## src/rtl/mult_div_unit.sv

```systemverilog
// Iterative multiply/divide unit owning the HI/LO registers.
// Shift-add multiply and restoring divide on magnitudes, with a sign fix-up at commit.
module mult_div_unit #(
  parameter int DATA_WIDTH = 32
) (
  input  logic                  clk,
  input  logic                  rst_n,
  input  logic                  start,
  input  logic [2:0]            op,
  input  logic [DATA_WIDTH-1:0] a,
  input  logic [DATA_WIDTH-1:0] b,
  output logic                  busy,
  output logic                  done,
  output logic [DATA_WIDTH-1:0] hi,
  output logic [DATA_WIDTH-1:0] lo,
  output logic                  div_by_zero
);

  localparam int W  = DATA_WIDTH;
  localparam int CW = (W > 1) ? $clog2(W) : 1;

  localparam logic [2:0] OP_MULT  = 3'b000;
  localparam logic [2:0] OP_MULTU = 3'b001;
  localparam logic [2:0] OP_DIV   = 3'b010;
  localparam logic [2:0] OP_DIVU  = 3'b011;
  localparam logic [2:0] OP_MTHI  = 3'b100;
  localparam logic [2:0] OP_MTLO  = 3'b101;

  typedef enum logic [1:0] {
    S_IDLE   = 2'd0,
    S_RUN    = 2'd1,
    S_FINISH = 2'd2
  } state_t;

  state_t        state_q, state_d;
  logic [CW-1:0] cnt_q, cnt_d;
  logic [2*W-1:0] acc_q, acc_d;     // mult: {partial product, multiplier}; div: low half is dividend/quotient
  logic [W-1:0]  opnd_q, opnd_d;    // multiplicand or divisor magnitude
  logic [W-1:0]  rem_q, rem_d;
  logic          is_div_q, is_div_d;
  logic          neg_res_q, neg_res_d;
  logic          neg_rem_q, neg_rem_d;
  logic          b_zero_q, b_zero_d;
  logic [W-1:0]  hi_q, hi_d;
  logic [W-1:0]  lo_q, lo_d;
  logic          done_q, done_d;
  logic          dbz_q, dbz_d;

  logic          signed_op;
  logic [W-1:0]  a_mag, b_mag;
  logic [W:0]    add_sum;
  logic [W:0]    shifted;
  logic [W:0]    trial;
  logic [2*W-1:0] prod_fix;

  always_comb begin
    state_d   = state_q;
    cnt_d     = cnt_q;
    acc_d     = acc_q;
    opnd_d    = opnd_q;
    rem_d     = rem_q;
    is_div_d  = is_div_q;
    neg_res_d = neg_res_q;
    neg_rem_d = neg_rem_q;
    b_zero_d  = b_zero_q;
    hi_d      = hi_q;
    lo_d      = lo_q;
    done_d    = 1'b0;
    dbz_d     = dbz_q;

    signed_op = (op == OP_MULT) || (op == OP_DIV);
    a_mag     = (signed_op && a[W-1]) ? -a : a;
    b_mag     = (signed_op && b[W-1]) ? -b : b;
    add_sum   = {1'b0, acc_q[2*W-1:W]} + (acc_q[0] ? {1'b0, opnd_q} : {(W+1){1'b0}});
    shifted   = {rem_q, acc_q[W-1]};
    trial     = shifted - {1'b0, opnd_q};
    prod_fix  = neg_res_q ? -acc_q : acc_q;

    case (state_q)
      S_IDLE: begin
        if (start) begin
          case (op)
            OP_MULT, OP_MULTU, OP_DIV, OP_DIVU: begin
              is_div_d  = op[1];
              acc_d     = {{W{1'b0}}, (op[1] ? a_mag : b_mag)};
              opnd_d    = op[1] ? b_mag : a_mag;
              rem_d     = '0;
              neg_res_d = signed_op & (a[W-1] ^ b[W-1]);
              neg_rem_d = signed_op & a[W-1];
              b_zero_d  = (b == '0);
              cnt_d     = '0;
              dbz_d     = 1'b0;
              state_d   = S_RUN;
            end
            OP_MTHI: hi_d = a;
            OP_MTLO: lo_d = a;
            default: ;
          endcase
        end
      end
      S_RUN: begin
        if (is_div_q) begin
          // Restoring step: keep the trial difference only when it did not go negative.
          if (!trial[W]) begin
            rem_d          = trial[W-1:0];
            acc_d[W-1:0]   = {acc_q[W-2:0], 1'b1};
          end else begin
            rem_d          = shifted[W-1:0];
            acc_d[W-1:0]   = {acc_q[W-2:0], 1'b0};
          end
        end else begin
          acc_d = {add_sum, acc_q[W-1:1]};
        end
        if (cnt_q == CW'(W - 1)) begin
          state_d = S_FINISH;
        end else begin
          cnt_d = cnt_q + 1'b1;
        end
      end
      S_FINISH: begin
        if (is_div_q) begin
          if (b_zero_q) begin
            dbz_d = 1'b1;
          end else begin
            lo_d = neg_res_q ? -acc_q[W-1:0] : acc_q[W-1:0];
            hi_d = neg_rem_q ? -rem_q : rem_q;
          end
        end else begin
          {hi_d, lo_d} = prod_fix;
        end
        done_d  = 1'b1;
        state_d = S_IDLE;
      end
      default: state_d = S_IDLE;
    endcase
  end

  always_ff @(posedge clk) begin
    if (!rst_n) begin
      state_q   <= S_IDLE;
      cnt_q     <= '0;
      acc_q     <= '0;
      opnd_q    <= '0;
      rem_q     <= '0;
      is_div_q  <= 1'b0;
      neg_res_q <= 1'b0;
      neg_rem_q <= 1'b0;
      b_zero_q  <= 1'b0;
      hi_q      <= '0;
      lo_q      <= '0;
      done_q    <= 1'b0;
      dbz_q     <= 1'b0;
    end else begin
      state_q   <= state_d;
      cnt_q     <= cnt_d;
      acc_q     <= acc_d;
      opnd_q    <= opnd_d;
      rem_q     <= rem_d;
      is_div_q  <= is_div_d;
      neg_res_q <= neg_res_d;
      neg_rem_q <= neg_rem_d;
      b_zero_q  <= b_zero_d;
      hi_q      <= hi_d;
      lo_q      <= lo_d;
      done_q    <= done_d;
      dbz_q     <= dbz_d;
    end
  end

  assign busy        = (state_q != S_IDLE);
  assign done        = done_q;
  assign hi          = hi_q;
  assign lo          = lo_q;
  assign div_by_zero = dbz_q;

endmodule

```

## config.mk

```make
export PLATFORM = sky130hd
export DESIGN_NAME = mult_div_unit
export DESIGN_NICKNAME = d
export VERILOG_FILES = /design/src/rtl/mult_div_unit.sv
export SDC_FILE = /design/constraint.sdc
export NUM_CORES = 1
export LEC_CHECK = 0
export BUFFER_PORTS_ARGS = -buffer_cell sky130_fd_sc_hd__buf_4
export CORE_AREA = 2 2 236 238
export DETAILED_ROUTE_END_ITERATION = 16
export DIE_AREA = 0 0 238 240
export SYNTH_ARGS = -nofsm -noshare
export SYNTH_HDL_FRONTEND = slang
export SYNTH_SLANG_ARGS = --single-unit
```

## constraint.sdc

```tcl
create_clock -name clk -period 3.7 [get_ports clk]
set_input_delay 0.74 -clock clk [delete_from_list [all_inputs] [get_ports clk]]
set_output_delay 0.74 -clock clk [all_outputs]
set_load 0.01 [all_outputs]
```

* Yosys cells after proc, flatten, opt, wreduce, memory -nomap -nowiden *
Cells that the tools add are included.

word-level totals
  register bits after elaboration = 205
  input bits = 70
  output and inout bits = 67
  logic and storage cells = 106

operators by class
  add/sub/neg operators = 8
  equality and inequality tests = 19
  mux-type cells = 43
  bitwise operators = 3
  reductions and logical operators = 19

operator list
  kind                 number
  $mux 32              21
  $mux 64              3
  $pmux 32 s2          3
  $neg 32->32          4
  $pmux 64 s2          1
  $neg 64->64          1
  $add 32x32->33       1
  $sub 33x32->33       1
  $logic_not 32->1     1
  $reduce_and 4->1     5
  $mux 5               3
  $ne 2x2->1 const B   7
  $pmux 5 s2           1
  $reduce_and 3->1     3
  $eq 3x2->1 const B   2
  $eq 3x3->1 const B   2
  $mux 1               6
  $mux 2               3
  $ne 2x1->1 const B   3
  $reduce_bool 2->1    3
  $add 5x1->5 const B  1
  $eq 5x5->1 const B   1
  $reduce_and 5->1     1
  $pmux 2 s2           1
  other kinds (12)     14

* Depth between registers and ports, before layout *
Gate-level depths: netlist of run 1.

  word-level depth = 8
  gate-level depth with buffers = 15
  mapped depth without buffers = 13

* Worst setup path before layout of run 1 *
Ideal clock, no wire load.

  kind = register -> register
  start = register acc_q[0]
  end = register hi_q[16] (netlist: hi[16])
  setup time = 79 ps
  data arrival time = 3,228 ps
  data required time = 3,621 ps
  slack = 393 ps
  cell stages (with the launch flop) = 13
  buffers on the path = 1
  period minus slack after synthesis = 3,307 ps
  cells stage by stage = dfxtp_1 -> inv_1 -> clkbuf_1 -> ha_1 -> or3b_2 -> nor4_1 -> nand2_1 -> or4_4 -> nor2_1 -> a21o_1 -> xor2_1 -> mux2_2 -> o211ai_1

on the way
  word-level cells in the longest chain between the ends = 4

ends and longest elaborated chain
  element                   line  text
  start: declaration        37    logic [2*W-1:0] acc_q, acc_d;
  start signal: assignment  142   acc_q <= '0;
  start signal: assignment  156   acc_q <= acc_d;
  $neg 64->64               77    prod_fix = neg_res_q ? -acc_q : acc_q;
  $mux 64                   77
  $mux 32                   121   if (is_div_q) begin
  $pmux 32 s2               79    case (state_q)
  end signal: assignment    163   hi_q <= hi_d;
  end: declaration          44    logic [W-1:0] hi_q, hi_d;

Every way passes these cells.
A chain may end at the register's enable or synchronous reset.

* Worst setup path in the final report of run 1 *
  start = register rem_q[0]
  end = register rem_q[25]

on the way
  word-level cells in the longest chain between the ends = 4

ends and longest elaborated chain
  element                   line  text
  start: declaration        39    logic [W-1:0] rem_q, rem_d;
  start signal: assignment  158   rem_q <= rem_d;
  $sub 33x32->33            76    trial = shifted - {1'b0, opnd_q};
  $mux 32                   104   if (!trial[W]) begin
  $mux 32                   102   if (is_div_q) begin
  $pmux 32 s2               79

Every way passes these cells. The select of a mux whose other input is x is not followed.

==> results of run 1 <==
==> through the flow <==
step	util (%)	worst slack (ns)	power [W]	hold slack, ns	instances
floorplan	-	0.393	0.00340	0.432	2223
global placement	33.4	0.224	0.00398	0.446	2995
detailed placement	33.4	0.213	0.00400	0.446	2995
CTS	35.0	0.184	0.00676	0.454	3039
global route	35.1	0.00317	0.00699	0.480	3039
finish	35.1	0.238	0.00677	0.456	3040
==> power by group through the flow <==
stage	clock network (W)	logic [W]	registers (W)
floorplan	0	0.000971	0.00243
global placement	0	0.00152	0.00246
detailed placement	0	0.00153	0.00247
CTS	0.00281	0.00154	0.00242
global route	0.00287	0.00169	0.00243
finish	0.00278	0.00157	0.00242
==> cell type report <==
class,instances,share of cell area [%]
Antenna cell,1,0.0131
Clock buffer,32,3.71
Clock inverter,12,1.03
Inverter,70,1.38
Multi-Input combinational cell,1801,59.3
Sequential cell,205,21.4
Tap cell,704,4.60
Timing Repair Buffer,215,8.55
==> critical path, cell delays in order (launching register included) <==
cell	delay [ns]
dfxtp_1	0.46
inv_1	0.13
fa_1	0.44
nand2b_1	0.19
a21oi_1	0.25
o21ai_0	0.23
a2111oi_2	0.43
or3_4	0.25
a41o_1	0.27
nor2_4	0.06
buf_12	0.18
nand2_1	0.23
o221ai_1	0.19
==> cells by family after synthesis <==
logic type | count (synthesis) | share of synthesized area (%)
buffers and inverters | 217 | 5.17
and+or+nand+nor | 765 | 21.8
xor gates and xnor gates | 194 | 10.4
muxes | 90 | 5.57
DFF | 205 | 25.2
adders and majority gates | 72 | 5.63
AOI/OAI and AO/OA | 680 | 26.2
==> state kept, by name (all words and copies together), names as in the netlist <==
| register | flops |
|---|---|
| done | 1 |
| lo | 32 |
| opnd_q | 32 |
| rem_q | 32 |
| neg_rem_q | 1 |
| cnt_q | 5 |
| is_div_q | 1 |
| div_by_zero | 1 |
| acc_q | 64 |
| neg_res_q | 1 |
| b_zero_q | 1 |
| hi | 32 |
| state_q | 2 |
==> layout by cell type, fill, tap and decap left out, drive strengths merged, types with 13 or more instances in the layout <==
| cell type | Yosys | routed |
|---|---|---|
| and3 | 15 | 15 |
| ha | 70 | 70 |
| nor4 | 22 | 22 |
| nor2 | 264 | 264 |
| a21o | 22 | 22 |
| mux2i | 85 | 85 |
| nand2b | 17 | 17 |
| and2 | 15 | 15 |
| clkbuf | 123 | 32 |
| o22ai | 17 | 17 |
| nand3 | 50 | 50 |
| xor2 | 89 | 89 |
| or4 | 27 | 27 |
| buf | 24 | 215 |
| or3 | 14 | 14 |
| xnor2 | 105 | 105 |
| nor3 | 36 | 36 |
| a21oi | 192 | 192 |
| inv | 69 | 70 |
| dfxtp | 205 | 205 |
| nor2b | 13 | 13 |
| a311oi | 14 | 14 |
| o211ai | 22 | 22 |
| a211oi | 30 | 30 |
| a22oi | 16 | 16 |
| o41ai | 26 | 26 |
| o31ai | 35 | 35 |
| o21ai | 200 | 200 |
| a31oi | 29 | 29 |
| nand2 | 255 | 255 |
==> repair_timing <==
action                     CTS  global route
hold buffers                 0             0
gates resized for setup      0             5
setup endpoints to repair    0            15
==> per-layer routing <==
layer | vias to the layer above | wire [um]
met4 | 0 | 3100
met2 | 760 | 27900
li1 | 8176 | -
met5 | - | 0
met3 | 112 | 5010
met1 | 8181 | 28700
==> path summary, 6_finish.rpt <==
kind,start,endpoint,slack [ns]
max,rem_q[0]$_SDFFE_PN0P_,rem_q[25]$_SDFFE_PN0P_,0.24
min,opnd_q[4]$_SDFFE_PN0P_,opnd_q[4]$_SDFFE_PN0P_,0.46
max reg2reg,rem_q[0]$_SDFFE_PN0P_,rem_q[25]$_SDFFE_PN0P_,0.24
min reg2reg,opnd_q[4]$_SDFFE_PN0P_,opnd_q[4]$_SDFFE_PN0P_,0.46
==> impl_metrics.toml, run 1 <==
[run_status]
outcome = "finished, final reports clean"

[critical_path]
startpoint_type = "register"
critPathKind = "reg -> reg"
path_max_fanout = 13
crit_required_ns = 4.11
arrival_ns = 3.87
cp-end-kind = "register"
rr_worst_depth = 12

[grt]
antenna_found_initial = 1
grt_use_total_pct = 22.1
grt_use_met3_pct = 2.34
gr-usage-met1_pct = 30.4
grt_pass1_vias = 15927
grt_max_degree = 71
grt_pass1_wl_um = 97700
grt_remaining_overflow = 0
gr-usage-met2_pct = 34.8
grt_busiest_layer = "met2"

[logic_synthesis]
synth_common_cells = "nor2_1, nand2_1, dfxtp_1"
yosysWarnings = 0
synth_area_leader_cell = "dfxtp_1"
synthArstFlopShare_pct = 0
postSynthCellCount = 2223
ys_seq_area_share_pct = 25.2
postSynthAreaPerCell_um2 = 7.32
syn_nets = 2365
ys_top_cells_by_area = "dfxtp_1, nor2_1, o21ai_0"
yosysTopAreaCellShare_pct = 25.2
synth_edf_count = 0
netlist_area_um2 = 16300
synthFlopType = "dfxtp_1"
synth_seq_cells = 205
synth.most_common_cell = "nor2_1"
netlist-cell-type-count = 80

[timing]
finClkSkew_ns = 0.0176
setup_tns_ns = 0
fmax_ghz = 0.289
post-route-period-util_pct = 93.6
rsz0062_at_grt = "no"
slew_headroom_pct = 40.8
min_period_ns = 3.46
slew_viol_final = 0
worst_slew_pin_slew_ns = 0.882
setup_viol = 0
finalHoldViolations = 0

[place]
globalplace.congestion = 0.958
dpl_cell_area_um2 = 18200
dp_hpwl_um = 50500
portBuffers = 136

[power_and_ir_drop]
clockPowerShare_pct = 41.0
cellInternalPower_w = 0.00460
p_sw_w = 0.00217
p_sw_share_pct = 32.1
power_density_nw_per_um2 = 353
leakagePower_nw = 7.51
p_seq_share_pct = 35.8
peakVddDrop_mv = 0.319
pwr-share-comb_pct = 23.2

[floorplanning]
core.rowCount = 86
die_area_um2 = 57100
die_h_um = 240
die_w_um = 238
initial_core_util_pct = 29.8
ioPinCount = 137
coreArea_um2 = 54700

[layout]
ff_latch_area_um2 = 4110
syn_to_final_growth_pct = 17.8
design_area_um2 = 19200
multiInputGateArea_um2 = 11400
post_route_cells_drive_above_1_share_pct = 13.1
layout.nets = 2460
n_fill_cell = 5718

[drt]
drc_errors = 0
wirelength_um = 64800
first_pass_iters = 5
num_vias = 17229
drtIter0Drc = 2057
antenna_left = 0
vias_per_cell = 5.67
detail_route.wl_per_cell_um = 21.3

[clocking]
clkSlewWorstSetupHoldPaths_ns = 0.06
post_cts_buffers = 0
cts.htree.levels = 1
numCtsBuffers = 25
clkSinkCount = 205
clock_latency_ns = 0.56
clock-root-buffer = "clkbuf_16"
cts_tree = "yes"
clockBufferDepth = 3

[job]
maxCapViolCount = 0

[worst_hold_path]
holdPathStages = 2
hold_path_class = "reg -> reg"
No activity file was read; power rests on OpenSTA's default activity.
==> run 2, diff against run 1 <==
- clock period: 3.7 -> 3.2 ns (I/O delays scaled with it)
==> impl_metrics.toml, run 2 (synthesis results as in run 1) <==
[run_status]
outcome = "finished, final reports clean"

[power_and_ir_drop]
leakagePower_nw = 8.38
pwr-share-comb_pct = 25.6
cellInternalPower_w = 0.00543
peakVddDrop_mv = 0.384
clockPowerShare_pct = 39.8
p_seq_share_pct = 34.5
p_sw_share_pct = 32.7
power_density_nw_per_um2 = 390
p_sw_w = 0.00264

[timing]
worst_slew_pin_slew_ns = 0.850
min_period_ns = 3.13
fmax_ghz = 0.320
slew_headroom_pct = 43.4
setup_viol = 0
post-route-period-util_pct = 97.7
finClkSkew_ns = 0.0300
finalHoldViolations = 0
slew_viol_final = 0
rsz0062_at_grt = "yes"
setup_ws_ns = 0.0726

[layout]
layout.nets = 2620
final_cell_mix = "buf_4, nor2_1, nand2_1"
largest_reg_flops = 64
n_fill_cell = 5663
final_common_cell = "buf_4"
multiInputGateArea_um2 = 11600
post-route-util_pct = 37.8
antennaDiodeCount = 0
ff_latch_area_um2 = 4110
post_route_cells_drive_above_1_share_pct = 20.4
top_register = "acc_q"
syn_to_final_growth_pct = 27.1

[drt]
first_pass_iters = 6
vias_per_cell = 5.60
wirelength_um = 67700
num_vias = 17933
detail_route.wl_per_cell_um = 21.1
drtIter0Drc = 1888
antenna_left = 0
drc_errors = 0

[clocking]
clkSlewWorstSetupHoldPaths_ns = 0.06
cts.htree.levels = 1
clock_latency_ns = 0.56
clkSinkCount = 205
clock-root-buffer = "clkbuf_16"
holdBufCountCts = 0
cts_tree = "yes"
numCtsBuffers = 25
clockBufferDepth = 3

[grt]
antenna_found_initial = 0
grt_pass1_vias = 16547
grt_remaining_overflow = 0
grt_use_total_pct = 22.8
grt_pass1_wl_um = 101000
grt_max_degree = 70

[place]
dp_slack_ns = -0.0969
portBuffers = 136
globalplace.congestion = 0.956
dp_hpwl_um = 53900

[critical_path]
startpoint_type = "register"
arrival_ns = 3.55
crit_required_ns = 3.62
path_max_fanout = 7
rr_worst_depth = 14
cp-end-kind = "register"
critPathKind = "reg -> reg"

[floorplanning]
core.rowCount = 86
die_h_um = 240
die_w_um = 238
coreArea_um2 = 54700
initial_core_util_pct = 29.8
die_area_um2 = 57100
ioPinCount = 137

[job]
maxCapViolCount = 0

[worst_hold_path]
holdPathStages = 3
hold_path_class = "in -> reg"
[run 2: area by class of cell]
type	instances	area share, %
multi-input combinational	1801	56.2
inverter	70	1.28
clock inverter	17	1.14
timing repair buffer	375	14.0
clock buffer	29	3.24
sequential	205	19.9
tap	704	4.26
[run 2: path summary, 6_finish.rpt]
| kind | to | slack [ns] | start |
|---|---|---|---|
| hold reg to reg | opnd_q[17]$_SDFFE_PN0P_ | 0.46 | opnd_q[17]$_SDFFE_PN0P_ |
| hold / removal | opnd_q[31]$_SDFFE_PN0P_ | 0.42 | b[31] |
| setup reg to reg | rem_q[12]$_SDFFE_PN0P_ | 0.07 | opnd_q[11]$_SDFFE_PN0P_ |
| setup / recovery | rem_q[12]$_SDFFE_PN0P_ | 0.07 | opnd_q[11]$_SDFFE_PN0P_ |
[run 2: layer usage]
metal / wire, um / global-route usage (%) / up-vias
met5: 0 / 0 / -
met4: 3540 / 11.0 / 0
met3: 5300 / 2.04 / 124
met2: 28900 / 35.3 / 850
met1: 29900 / 31.7 / 8440
li1: - / - / 8519
[run 2: stage by stage]
step                total power, W  setup TNS, ns  instance area, um2  std cells  hold WS, ns
floorplan                  0.00393              0               16300       2223        0.432
global placement           0.00477         -0.164               19500       3152        0.448
detailed placement         0.00478          -2.01               19500       3152        0.451
CTS                        0.00798              0               20400       3198        0.408
global route               0.00832         -0.125               20700       3201        0.447
finish                     0.00806              0               20700       3201        0.425
[run 2: critical path, cell delays in order (launching register included)]
cell	delay, ns
dfxtp_1	0.31
inv_1	0.06
buf_12	0.14
ha_4	0.25
nand2_2	0.10
nor2_2	0.07
o41ai_4	0.38
a2111oi_4	0.13
or3_4	0.42
a41o_1	0.25
buf_4	0.15
nor2_4	0.23
clkbuf_16	0.22
mux2i_1	0.19
o21ai_0	0.09
[run 2: what timing repair did]
action                     4_1_cts  5_1_grt
cloned                           0        1
pin swaps                        1       16
setup endpoints to repair       33       48
resized for setup                5       54
buffers inserted                 0        2
[run 2: power by group through the flow]
stage	combinational, W	clock [W]	sequential (W)
floorplan	0.00112	0	0.00281
global placement	0.00193	0	0.00283
detailed placement	0.00195	0	0.00284
CTS	0.00196	0.00324	0.00278
global route	0.00221	0.00331	0.00279
finish	0.00207	0.00321	0.00279
